## config.mk

```make
export PLATFORM = sky130hd
export DESIGN_NAME = led_pattern_sequencer
export DESIGN_NICKNAME = d
export VERILOG_FILES = /design/src/rtl/led_pattern_sequencer.sv
export SDC_FILE = /design/constraint.sdc
export NUM_CORES = 1
export LEC_CHECK = 0
export ABC_CLOCK_PERIOD_IN_PS = 1900
export CORE_MARGIN = 10
export CORE_UTILIZATION = 35
export DETAILED_ROUTE_END_ITERATION = 7
export PLACE_DENSITY_LB_ADDON = 0.1
export SLEW_MARGIN = 10
export SYNTH_ARGS = -nofsm -noshare
export SYNTH_HDL_FRONTEND = slang
export SYNTH_SLANG_ARGS = --single-unit
```

## constraint.sdc

```tcl
create_clock -name clock -period 1.9 [get_ports clock]
set_input_delay 0.38 -clock clock [delete_from_list [all_inputs] [get_ports clock]]
set_output_delay 0.38 -clock clock [all_outputs]
set_load 0.01 [all_outputs]
```

## src/rtl/led_pattern_sequencer.sv

```systemverilog
`default_nettype none
// ============================================================================
// Module      : led_pattern_sequencer
// Description : Turns rising edges of a slow divided-clock level into one-cycle
//               step pulses. Each step advances an LED pattern in one of four
//               modes: BLINK, CHASE, BOUNCE and BINARY. The pattern can be
//               paused, and the mode can be changed while running.
//               Optional feature macro: LED_PWM_EN. When it is defined, the
//               module gains a brightness[7:0] input and the LED bank is
//               dimmed by a free-running 8-bit PWM counter.
// Revision    : 1.0 - initial release
// ============================================================================
module led_pattern_sequencer #(
    parameter int NUM_LEDS    = 8,   // 2..16
    parameter int SYNC_STAGES = 2    // 2..3
) (
    input  logic                clock,
    input  logic                reset,
    input  logic                tick_in,
    input  logic [1:0]          mode,
    input  logic                pause,
`ifdef LED_PWM_EN
    input  logic [7:0]          brightness,
`endif
    output logic [NUM_LEDS-1:0] leds,
    output logic [15:0]         step_count
);

    localparam logic [1:0] C_MODE_BLINK  = 2'b00;
    localparam logic [1:0] C_MODE_CHASE  = 2'b01;
    localparam logic [1:0] C_MODE_BOUNCE = 2'b10;
    localparam logic [1:0] C_MODE_BINARY = 2'b11;

    localparam logic [NUM_LEDS-1:0] C_ONE = {{(NUM_LEDS-1){1'b0}}, 1'b1};

    typedef enum logic [1:0] {
        ST_IDLE   = 2'd0,
        ST_RUN    = 2'd1,
        ST_PAUSED = 2'd2
    } state_t;

    // ------------------------------------------------------------------------
    // Tick synchronizer and rising-edge detector
    // ------------------------------------------------------------------------
    logic [SYNC_STAGES-1:0] sync_q;
    logic                   hist_q;
    logic                   sync_out;
    logic                   step_pulse;

    assign sync_out   = sync_q[SYNC_STAGES-1];
    assign step_pulse = sync_out & ~hist_q;

    // Shift tick_in through the synchronizer and keep one history bit.
    always_ff @(posedge clock) begin
        if (reset) begin
            sync_q <= '0;
            hist_q <= 1'b0;
        end else begin
            sync_q <= {sync_q[SYNC_STAGES-2:0], tick_in};
            hist_q <= sync_out;
        end
    end

    // ------------------------------------------------------------------------
    // Mode register and change flag
    // ------------------------------------------------------------------------
    logic [1:0] mode_q;
    logic       chg_q;
    logic       chg_d;
    logic       step_consumed;

    // A change seen in the same cycle a step is consumed must survive. That
    // step still runs in the old mode, and the new mode loads on the next step.
    always_comb begin
        chg_d = (chg_q & ~step_consumed) | (mode != mode_q);
    end

    // Register the mode every clock and track pending mode changes.
    always_ff @(posedge clock) begin
        if (reset) begin
            mode_q <= C_MODE_BLINK;
            chg_q  <= 1'b0;
        end else begin
            mode_q <= mode;
            chg_q  <= chg_d;
        end
    end

    // ------------------------------------------------------------------------
    // Pattern helpers
    // ------------------------------------------------------------------------
    function automatic logic [NUM_LEDS-1:0] start_pattern(input logic [1:0] m);
        logic [NUM_LEDS-1:0] p;
        case (m)
            C_MODE_BLINK:  p = '1;
            C_MODE_CHASE:  p = C_ONE;
            C_MODE_BOUNCE: p = C_ONE;
            default:       p = '0;
        endcase
        return p;
    endfunction

    logic [NUM_LEDS-1:0] pattern_q;
    logic [NUM_LEDS-1:0] pattern_d;
    logic [NUM_LEDS-1:0] pat_adv;
    logic                dir_down_q;
    logic                dir_down_d;
    logic                dir_adv;

    // Compute the next pattern in the current mode. BOUNCE turns around
    // when it lands on an end bit, so the end LED is shown only once.
    always_comb begin
        pat_adv = pattern_q;
        dir_adv = dir_down_q;
        case (mode_q)
            C_MODE_BLINK: begin
                pat_adv = ~pattern_q;
            end
            C_MODE_CHASE: begin
                pat_adv = {pattern_q[NUM_LEDS-2:0], pattern_q[NUM_LEDS-1]};
            end
            C_MODE_BOUNCE: begin
                if (!dir_down_q) begin
                    pat_adv = pattern_q << 1;
                    if (pat_adv[NUM_LEDS-1]) begin
                        dir_adv = 1'b1;
                    end
                end else begin
                    pat_adv = pattern_q >> 1;
                    if (pat_adv[0]) begin
                        dir_adv = 1'b0;
                    end
                end
            end
            default: begin
                pat_adv = pattern_q + C_ONE;
            end
        endcase
    end

    // ------------------------------------------------------------------------
    // Sequencer FSM
    // ------------------------------------------------------------------------
    state_t      state_q;
    state_t      state_d;
    logic [15:0] count_q;
    logic [15:0] count_d;

    // Next-state logic. A step that arrives while pause is high, or in the
    // cycle that leaves PAUSED, is dropped rather than queued.
    always_comb begin
        state_d       = state_q;
        pattern_d     = pattern_q;
        dir_down_d    = dir_down_q;
        count_d       = count_q;
        step_consumed = 1'b0;
        case (state_q)
            ST_IDLE: begin
                if (step_pulse && !pause) begin
                    state_d       = ST_RUN;
                    pattern_d     = start_pattern(mode_q);
                    dir_down_d    = 1'b0;
                    count_d       = 16'd1;
                    step_consumed = 1'b1;
                end
            end
            ST_RUN: begin
                if (pause) begin
                    state_d = ST_PAUSED;
                end else if (step_pulse) begin
                    step_consumed = 1'b1;
                    count_d       = count_q + 16'd1;
                    if (chg_q) begin
                        pattern_d  = start_pattern(mode_q);
                        dir_down_d = 1'b0;
                    end else begin
                        pattern_d  = pat_adv;
                        dir_down_d = dir_adv;
                    end
                end
            end
            ST_PAUSED: begin
                if (!pause) begin
                    state_d = ST_RUN;
                end
            end
            default: begin
                state_d = ST_IDLE;
            end
        endcase
    end

    // Register the FSM state, pattern, bounce direction and step counter.
    always_ff @(posedge clock) begin
        if (reset) begin
            state_q    <= ST_IDLE;
            pattern_q  <= '0;
            dir_down_q <= 1'b0;
            count_q    <= 16'd0;
        end else begin
            state_q    <= state_d;
            pattern_q  <= pattern_d;
            dir_down_q <= dir_down_d;
            count_q    <= count_d;
        end
    end

    assign step_count = count_q;

    // ------------------------------------------------------------------------
    // LED output stage
    // ------------------------------------------------------------------------
`ifdef LED_PWM_EN
    logic [7:0] pwm_q;

    // Free-running PWM counter. It keeps running in every FSM state.
    always_ff @(posedge clock) begin
        if (reset) begin
            pwm_q <= 8'd0;
        end else begin
            pwm_q <= pwm_q + 8'd1;
        end
    end

    assign leds = pattern_q & {NUM_LEDS{(pwm_q < brightness)}};
`else
    assign leds = pattern_q;
`endif

endmodule
`default_nettype wire

```

==> results.sh, run 1 <==
export IMPL_run_status="finished, final reports clean"
export IMPL_fillers=495
export IMPL_cp_cell_sequence="clkdlybuf4s50_1"
export IMPL_peakVddDrop_uv=411.2
export IMPL_wl_met2_mm=2.061
export IMPL_synthToLayoutAreaGrowth_pct=36.12
export IMPL_synth_area_leader_cell="dfxtp_1"
export IMPL_final_core_util_pct=49.82
export IMPL_synth_area_leaders="dfxtp_1 37%, a21oi_1 5.4%, o21ai_0 4.3%, nor2b_1 3.5%, nand3_1 3.4%"
export IMPL_path_delay_family="buffers and inverters"
export IMPL_nets=267
export IMPL_fmax_mhz=557.4
export IMPL_overflow=0
export IMPL_tightest_slew_ps=445.2
export IMPL_skew_ps=7.219
export IMPL_synth_top_area_share_pct=37.47
export IMPL_io_buffer_count=29
export IMPL_core_um2=4817
export IMPL_numCtsBuffers=5
export IMPL_cts_max_level=2
export IMPL_internal_power_mw=1.298
export IMPL_synthFlopType="dfxtp_1"
export IMPL_period_needed_ps=1794
export IMPL_worst_path_largest_cell_delay_ps=610
export IMPL_wire_per_inst_um=14.51
export IMPL_tns_ps=0
export IMPL_grt_pass1_wl_mm=8.114
export IMPL_ioPinCount=30
export IMPL_hold_viol=0
export IMPL_slew_violations=0
export IMPL_syn_avg_cell_area_um2=8.277
export IMPL_cp_slowest_cell="clkdlybuf4s50_1"
export IMPL_cts_root_buffer_cell="clkbuf_8"
export IMPL_power_share_switching_pct=22.71
export IMPL_hpwl_mm=3.429
export IMPL_worstPathArrival_ps=1410
export IMPL_syn_area_um2=1763
export IMPL_die_w_um=90.97
export IMPL_vias=1769
export IMPL_postRouteAntennaNets=0
export IMPL_finalSetupViolCount=0
export IMPL_grt_total_usage_pct=11.53
export IMPL_yosysWarnings=0
export IMPL_path_clk_slew_ps=70
export IMPL_grt_max_degree=14
export IMPL_met1Wirelength_mm=2.272
export IMPL_clk_latency_ps=290
export IMPL_dr_max_layer_used="met4"
export IMPL_endpoint_kind="output port"
export IMPL_cap_violations=0
export IMPL_slew_headroom_pct=70.28
export IMPL_leakagePower_nw=0.8551
export IMPL_diodes=0
export IMPL_worst_path_buf_inv=1
export IMPL_cts_sinks=33
export IMPL_drc=0
export IMPL_syn_inst=213
export IMPL_required_ps=1520
export IMPL_combPwrFrac_pct=7.7
export IMPL_cts_tree="built"
export IMPL_pwr_share_seq_pct=43.4
export IMPL_die_y_um=90.97
export IMPL_rsz0062_at_grt="no"
export IMPL_layout_common_cells="33 x dfxtp_1, 28 x clkdlybuf4s50_1, 22 x buf_4"
export IMPL_crit_fanout=9
export IMPL_power_density_nw_per_um2=699.8
export IMPL_synth_enable_flop_cells=0
export IMPL_cts_buffer_depth=2
export IMPL_yosysUniqueCellTypes=44
export IMPL_start_util_pct=36.60
export IMPL_antenna_found_initial=0
export IMPL_routed_via_density=5.410
export IMPL_detail_route_first_pass_iterations=4
export IMPL_drtIter0Drc=144
export IMPL_synth_seq_cells=33
export IMPL_final_common_cell="dfxtp_1"
export IMPL_async_flop_share_pct=0
export IMPL_syn_nets=221
export IMPL_wl_mm=4.744
export IMPL_drive_above_1_share_pct=13.46
export IMPL_ys_seq_area_share_pct=37.47
export IMPL_std_cell_rows=25
export IMPL_fin_crit_sh_pct=94.42
export IMPL_routed_wl_met3_um=336
export IMPL_r2r_slack_ps=220
export IMPL_gp_congestion=0.8538
export IMPL_die_area_um2=8276
export IMPL_switchingPower_mw=0.3813
export IMPL_hp_class="in2reg"
export IMPL_pwr_share_clk_pct=48.9
export IMPL_crit_path_start_kind="flop"
export IMPL_worstSetupPathType="reg2out"
export IMPL_grt_pass1_vias=1636
-- timing repair --
| item | CTS | global route |
|---|---|---|
| setup endpoints to repair | 0 | 6 |
| hold endpoints to repair | 0 | 0 |
| hold buffers | 0 | 0 |
| resized for setup | 0 | 2 |
| buffers inserted | 0 | 2 |
-- final cells by class --
cell class	count	area, µm²	area share [%]
well taps	67	83.83	3.493
inverters	8	30.03	1.251
flip-flops and latches	33	660.6	27.53
clock buffers	5	68.82	2.868
clock inverters	3	68.82	2.868
repair buffers	51	457.9	19.08
multi-input cells	160	1030	42.91
-- metal layers --
layer  vias up  track usage (%)
li1        881                -
met1       818            15.82
met2        62            16.41
met3         8            3.539
met4         0            4.308
met5         -                0
-- final timing paths --
kind                  from              to  depth (start not counted)
max                leds[1]         leds[1]                          1
min                  pause      state_q[0]                          2
max reg2reg  step_count[4]  step_count[15]                          5
min reg2reg      sync_q[0]       sync_q[1]                          1
-- power by group through the flow --
stage          registers, mW  logic (mW)  clock network [mW]
6_report               0.729       0.129               0.821
5_1_grt                0.732       0.143               0.874
4_1_cts                0.728       0.127               0.843
3_5_place_dp           0.744       0.126                   0
3_3_place_gp           0.745       0.128                   0
2_1_floorplan          0.736      0.0703                   0
-- metrics by stage --
step / instance area [µm²] / std cells / total power, mW / hold slack [ps] / worst slack [ps]
finish: 2400 / 327 / 1.679 / 426.3 / 106.1
global route: 2400 / 327 / 1.749 / 467.2 / 62.43
CTS: 2374 / 325 / 1.698 / 449.5 / 30.05
detailed placement: 2236 / 317 / 0.8703 / 431.3 / -285.7
global placement: 2236 / 317 / 0.8724 / 419.3 / -278.3
floorplan: 1763 / 213 / 0.8068 / 413.8 / 284.6
-- state kept, by name (all words and copies together), names as in the netlist --
signal	flops
leds	8
step_count	16
chg_q	1
dir_down_q	1
state_q	2
sync_q	2
mode_q	2
hist_q	1
-- cell usage after synthesis, types with 2 or more instances --
cell type and instances:
nand4_1 2, xnor2_1 4, nor2_1 9, nand3_1 12, nor4_1 3, o2111ai_1 2
o31a_1 2, or4_1 2, a21oi_1 19, o31ai_1 4, a211oi_1 3, inv_1 8
a31oi_1 4, o221ai_1 4, nor3_1 6, xor2_1 5, clkbuf_1 7, and3_1 7
dfxtp_1 33, buf_2 5, o21ai_0 15, or3_1 6, o21a_1 2, nor2b_1 10
and2_1 3, ha_1 2, nor3b_1 5, nand2_1 13
-- cells by family after synthesis --
| family | Yosys count | share of synthesized area, % |
|---|---|---|
| simple gates | 84 | 27.96 |
| compound gates | 64 | 23.49 |
| flops | 33 | 37.47 |
| buf+inv | 20 | 4.613 |
| xor+xnor | 9 | 4.471 |
| fa+ha+maj | 2 | 1.419 |
| mux | 1 | 0.5678 |
No activity file was read; power rests on OpenSTA's default activity.
==> run 2, diff against run 1 <==
--- a/config.mk
+++ b/config.mk
@@ -6,6 +6,7 @@
 export NUM_CORES = 1
 export LEC_CHECK = 0
 export ABC_CLOCK_PERIOD_IN_PS = 1900
+export CORE_ASPECT_RATIO = 1.4
 export CORE_MARGIN = 10
 export CORE_UTILIZATION = 35
 export DETAILED_ROUTE_END_ITERATION = 7
==> run 2 against run 1 <==
Core utilization shrank 1.6 points. Hold slack lost 16 ps. Clock-buffer cell count grew 2. Total power shrank 14%. Clock skew shrank 5.3 ps. Combinational power grew 6%. Largest power group is now registers. Sequential share of layout area grew 0.57 points. Wire length is the same. Highest routed layer unchanged. Flip-flop and latch count is the same.
==> results.sh, run 2 (same netlist as run 1, synthesis figures left out) <==
export IMPL_cp_cell_sequence="clkdlybuf4s50_1"
export IMPL_cp_slowest_cell="clkdlybuf4s50_1"
export IMPL_timing_hold_ws_ps=409.9
export IMPL_numCtsBuffers=5
export IMPL_clk_latency_ps=280
export IMPL_r2r_slack_ps=210
export IMPL_grt_pass1_vias=1657
export IMPL_peakVddDrop_uv=300.6
export IMPL_io_buffer_count=29
export IMPL_vias=1772
export IMPL_worstSetupPathType="reg2out"
export IMPL_tightest_slew_ps=387.0
export IMPL_nets=264
export IMPL_total_power_mw=1.451
export IMPL_rsz0062_at_grt="no"
export IMPL_drtIter0Drc=94
export IMPL_pre_cts_ws_ps=-249.2
export IMPL_cts_buffer_depth=2
export IMPL_power_density_nw_per_um2=617.3
export IMPL_cap_violations=0
export IMPL_routed_via_density=5.520
export IMPL_hp_class="in2reg"
export IMPL_largest_register_ffs=16
export IMPL_power_share_switching_pct=24.28
export IMPL_setup_ws_ps=147.0
export IMPL_die_area_um2=8316
export IMPL_wl_mm=4.744
export IMPL_run_status="finished, final reports clean"
export IMPL_die_w_um=79.98
export IMPL_internal_power_mw=1.099
export IMPL_ioPinCount=30
export IMPL_hpwl_mm=3.412
export IMPL_slew_headroom_pct=74.17
export IMPL_dpl_cell_area_um2=2210
export IMPL_rr_worst_depth=5
export IMPL_switchingPower_mw=0.3523
export IMPL_cts_root_buffer_cell="clkbuf_8"
export IMPL_crit_path_start_kind="flop"
export IMPL_skew_ps=1.906
export IMPL_pwr_share_seq_pct=49.9
export IMPL_hold_viol=0
export IMPL_cts_sinks=33
export IMPL_period_needed_ps=1753
export IMPL_grt_pass1_wl_mm=7.866
export IMPL_final_common_cell="dfxtp_1"
export IMPL_slew_violations=0
export IMPL_leakagePower_nw=0.8265
export IMPL_drive_above_1_share_pct=13.23
export IMPL_cts_tree="built"
export IMPL_worst_path_buf_inv=1
export IMPL_std_cell_rows=30
export IMPL_worstPathArrival_ps=1370
export IMPL_synthToLayoutAreaGrowth_pct=33.36
export IMPL_pwr_share_clk_pct=40.7
export IMPL_combPwrFrac_pct=9.4
export IMPL_fillers=477
export IMPL_antenna_found_initial=0
export IMPL_detail_route_first_pass_iterations=4
export IMPL_cts_max_level=2
export IMPL_die_y_um=104.0
export IMPL_ctsHoldBuffers=0
export IMPL_path_delay_family="buffers and inverters"
export IMPL_grt_total_usage_pct=11.34
export IMPL_r2r_start="state_q[1]"
export IMPL_cp_depth=1
export IMPL_crit_end="leds[3]"
export IMPL_drc=0
export IMPL_crit_fanout=8
export IMPL_core_um2=4880
export IMPL_gp_congestion=0.8701
export IMPL_r2r_end="leds[4]"
export IMPL_postRouteAntennaNets=0
export IMPL_overflow=0
export IMPL_final_area_um2=2351
export IMPL_grt_max_degree=14
export IMPL_wire_per_inst_um=14.78
export IMPL_diodes=0
export IMPL_path_clk_slew_ps=70
export IMPL_endpoint_kind="output port"
export IMPL_start_util_pct=36.13
export IMPL_finalSetupViolCount=0
export IMPL_fin_crit_sh_pct=92.26
export IMPL_required_ps=1520
export IMPL_layout_common_cells="33 x dfxtp_1, 28 x clkdlybuf4s50_1, 18 x a21oi_1, 18 x buf_4, 15 x o21ai_0"
export IMPL_fmax_mhz=570.5
export IMPL_crit_path_start="leds[3]"
export IMPL_worst_path_largest_cell_delay_ps=600
## run 2: changes by cell type in the layout (fill, tap and decap cells not counted), sizes merged
cell    delta
buf        -3
bufinv     -2
clkbuf     +2
clkinv     +1
inv        -1
## run 2: worst min path at each step
stage               from    endpoint  cells past startpoint
2_1_floorplan  sync_q[0]   sync_q[1]                      1
3_3_place_gp   sync_q[0]   sync_q[1]                      1
3_5_place_dp   sync_q[0]   sync_q[1]                      1
4_1_cts        sync_q[0]   sync_q[1]                      1
5_1_grt            pause  state_q[0]                      2
6_report           pause  state_q[0]                      2
## run 2: area by class of cell
cell class | instances | area (µm²) | share of cell area, %
multi-input combinational | 160 | 1031 | 43.85
sequential | 33 | 660.6 | 28.10
timing repair buffer | 48 | 447.9 | 19.05
clock buffer | 7 | 96.34 | 4.098
tap | 64 | 80.08 | 3.406
inverter | 8 | 30.03 | 1.277
clock inverter | 1 | 5.005 | 0.2129
## run 2: power groups by stage
stage	combinational (mW)	clock (mW)	sequential (mW)
floorplan	0.0703	0	0.736
global placement	0.134	0	0.741
detailed placement	0.132	0	0.740
CTS	0.133	0.615	0.724
global route	0.148	0.638	0.726
finish	0.137	0.590	0.724
## run 2: timing repair
item                       4_1_cts  5_1_grt
resized for setup                0        3
buffers inserted                 0        2
setup endpoints to repair        0       10
## run 2: layer usage
metal,up-vias,routed length [µm],track usage (%),share of wire (%)
met5,-,0,0,0
met4,0,113,4.924,2.4
met3,13,340,3.720,7.2
met2,63,2357,18.67,50
met1,822,1932,12.75,41
li1,874,-,-,-
## run 2: through the flow
| stage | TNS, ps | instances | util [%] |
|---|---|---|---|
| 2_1_floorplan | 0 | 213 | - |
| 3_3_place_gp | -3665 | 311 | 45.28 |
| 3_5_place_dp | -3744 | 311 | 45.28 |
| 4_1_cts | 0 | 319 | 47.36 |
| 5_1_grt | 0 | 321 | 48.18 |
| 6_report | 0 | 321 | 48.18 |
==> run 3, diff against run 2 <==
--- a/config.mk
+++ b/config.mk
@@ -6,9 +6,11 @@
 export NUM_CORES = 1
 export LEC_CHECK = 0
 export ABC_CLOCK_PERIOD_IN_PS = 1900
+export CELL_PAD_IN_SITES_DETAIL_PLACEMENT = 0
+export CELL_PAD_IN_SITES_GLOBAL_PLACEMENT = 2
 export CORE_ASPECT_RATIO = 1.4
 export CORE_MARGIN = 10
-export CORE_UTILIZATION = 35
+export CORE_UTILIZATION = 31
 export DETAILED_ROUTE_END_ITERATION = 7
 export PLACE_DENSITY_LB_ADDON = 0.1
 export SLEW_MARGIN = 10
==> run 3 against run 2 <==
Global-route usage about the same. Register-to-register slack lost 30 ps. Clock skew is 7.3 ps higher. Clock power is 10% lower. Die area is 10% higher. Largest power group unchanged.
==> results.sh, run 3 (same netlist as run 1, synthesis figures left out) <==
export IMPL_run_status="finished, final reports clean"
export IMPL_final_common_cell="dfxtp_1"
export IMPL_hp_class="in2reg"
export IMPL_fillers=549
export IMPL_worstPathArrival_ps=1450
export IMPL_finalNonFillerCells=329
export IMPL_worst_path_buf_inv=1
export IMPL_wl_met2_mm=2.623
export IMPL_grt_total_usage_pct=11.33
export IMPL_cts_root_buffer_cell="clkbuf_8"
export IMPL_grt_pass1_vias=1753
export IMPL_core_um2=5525
export IMPL_fin_crit_sh_pct=96.19
export IMPL_path_delay_family="buffers and inverters"
export IMPL_synthToLayoutAreaGrowth_pct=33.21
export IMPL_std_cell_rows=32
export IMPL_total_power_mw=1.393
export IMPL_gp_congestion=0.8438
export IMPL_diodes=0
export IMPL_endpoint_kind="output port"
export IMPL_wl_mm=5.146
export IMPL_pre_cts_ws_ps=-318.9
export IMPL_power_density_nw_per_um2=593.0
export IMPL_cp_cell_sequence="clkdlybuf4s50_1"
export IMPL_grt_max_degree=14
export IMPL_layout_common_cells="33 x dfxtp_1, 28 x clkdlybuf4s50_1, 23 x buf_4"
export IMPL_worstSetupPathType="reg2out"
export IMPL_cap_violations=0
export IMPL_hpwl_mm=3.805
export IMPL_rsz0062_at_grt="no"
export IMPL_slew_violations=0
export IMPL_clk_latency_ps=280
export IMPL_dr_max_layer_used="met4"
export IMPL_overflow=0
export IMPL_routed_via_density=5.368
export IMPL_cts_sinks=33
export IMPL_wire_per_inst_um=15.64
export IMPL_routed_wl_met3_um=315
export IMPL_finalSetupViolCount=0
export IMPL_met1Wirelength_mm=2.144
export IMPL_numPlacedInstances=320
export IMPL_skew_ps=9.222
export IMPL_ctsHoldBuffers=0
export IMPL_postRouteAntennaNets=0
export IMPL_vias=1766
export IMPL_antenna_found_initial=0
export IMPL_cts_buffer_depth=2
export IMPL_hold_viol=0
export IMPL_nets=268
export IMPL_dpl_cell_area_um2=2252
export IMPL_ioPinCount=30
export IMPL_tns_ps=0
export IMPL_tightest_slew_ps=426.8
export IMPL_drive_above_1_share_pct=13.79
export IMPL_crit_fanout=9
export IMPL_seqCellArea_um2=660.6
export IMPL_cts_tree="built"
export IMPL_final_core_util_pct=42.50
export IMPL_period_needed_ps=1828
export IMPL_die_w_um=83.74
export IMPL_leakagePower_nw=0.8344
export IMPL_start_util_pct=31.91
export IMPL_grt_pass1_wl_mm=8.742
export IMPL_final_area_um2=2349
export IMPL_numCtsBuffers=5
export IMPL_die_y_um=109.2
export IMPL_peakVddDrop_uv=278.6
export IMPL_worst_path_largest_cell_delay_ps=630
export IMPL_setup_ws_ps=72.45
export IMPL_fmax_mhz=547.2
export IMPL_cts_max_level=2
export IMPL_required_ps=1520
export IMPL_largest_register_ffs=16
export IMPL_multi_input_area_um2=1021
export IMPL_timing_hold_ws_ps=408.2
export IMPL_drtIter0Drc=83
export IMPL_die_area_um2=9146
export IMPL_cp_slowest_cell="clkdlybuf4s50_1"
export IMPL_io_buffer_count=29
export IMPL_drc=0
export IMPL_path_clk_slew_ps=80
export IMPL_detail_route_first_pass_iterations=4
export IMPL_crit_path_start_kind="flop"
export IMPL_slew_headroom_pct=71.51
[run 3: changes by cell type in the layout (fill, tap and decap cells not counted), sizes merged]
cell,change
buf,+4
clkbuf,-2
clkinv,+1
clkinvlp,+1
[run 3: worst paths after layout]
| path | startpoint | end | slack, ps | depth (start not counted) |
|---|---|---|---|---|
| worst max-delay path | leds[1] | leds[1] | 70 | 1 |
| worst min-delay path | pause | state_q[0] | 410 | 2 |
| worst max register to register | state_q[1] | step_count[3] | 180 | 4 |
| worst min register to register | sync_q[0] | sync_q[1] | 450 | 1 |
[run 3: timing repair]
action                                  CTS  global route
pin swaps                                 1             4
endpoints found under the setup margin    1            10
resized for setup                         0             1
setup buffers                             0             1
endpoints found under the hold margin     0             0
[run 3: power breakdown]
group          switching (mW)  internal (mW)  total (mW)  leakage, nW
logic                  0.0733         0.0664       0.140        0.523
clock network           0.276          0.253       0.529       0.0439
registers              0.0188          0.706       0.724        0.268
total                   0.368           1.02        1.39        0.834
[run 3: routing by layer]
metal | track usage [%] | vias to the layer above
met4 | 3.477 | 0
met2 | 20.31 | 39
met3 | 3.731 | 7
li1 | - | 884
met1 | 12.42 | 836
met5 | 0 | -
[run 3: area by class of cell]
class / count / area share (%)
multi-input combinational: 160 / 43.47
sequential: 33 / 28.13
timing repair buffer: 52 / 19.82
tap: 68 / 3.623
clock buffer: 5 / 2.930
inverter: 8 / 1.279
clock inverter: 3 / 0.7459
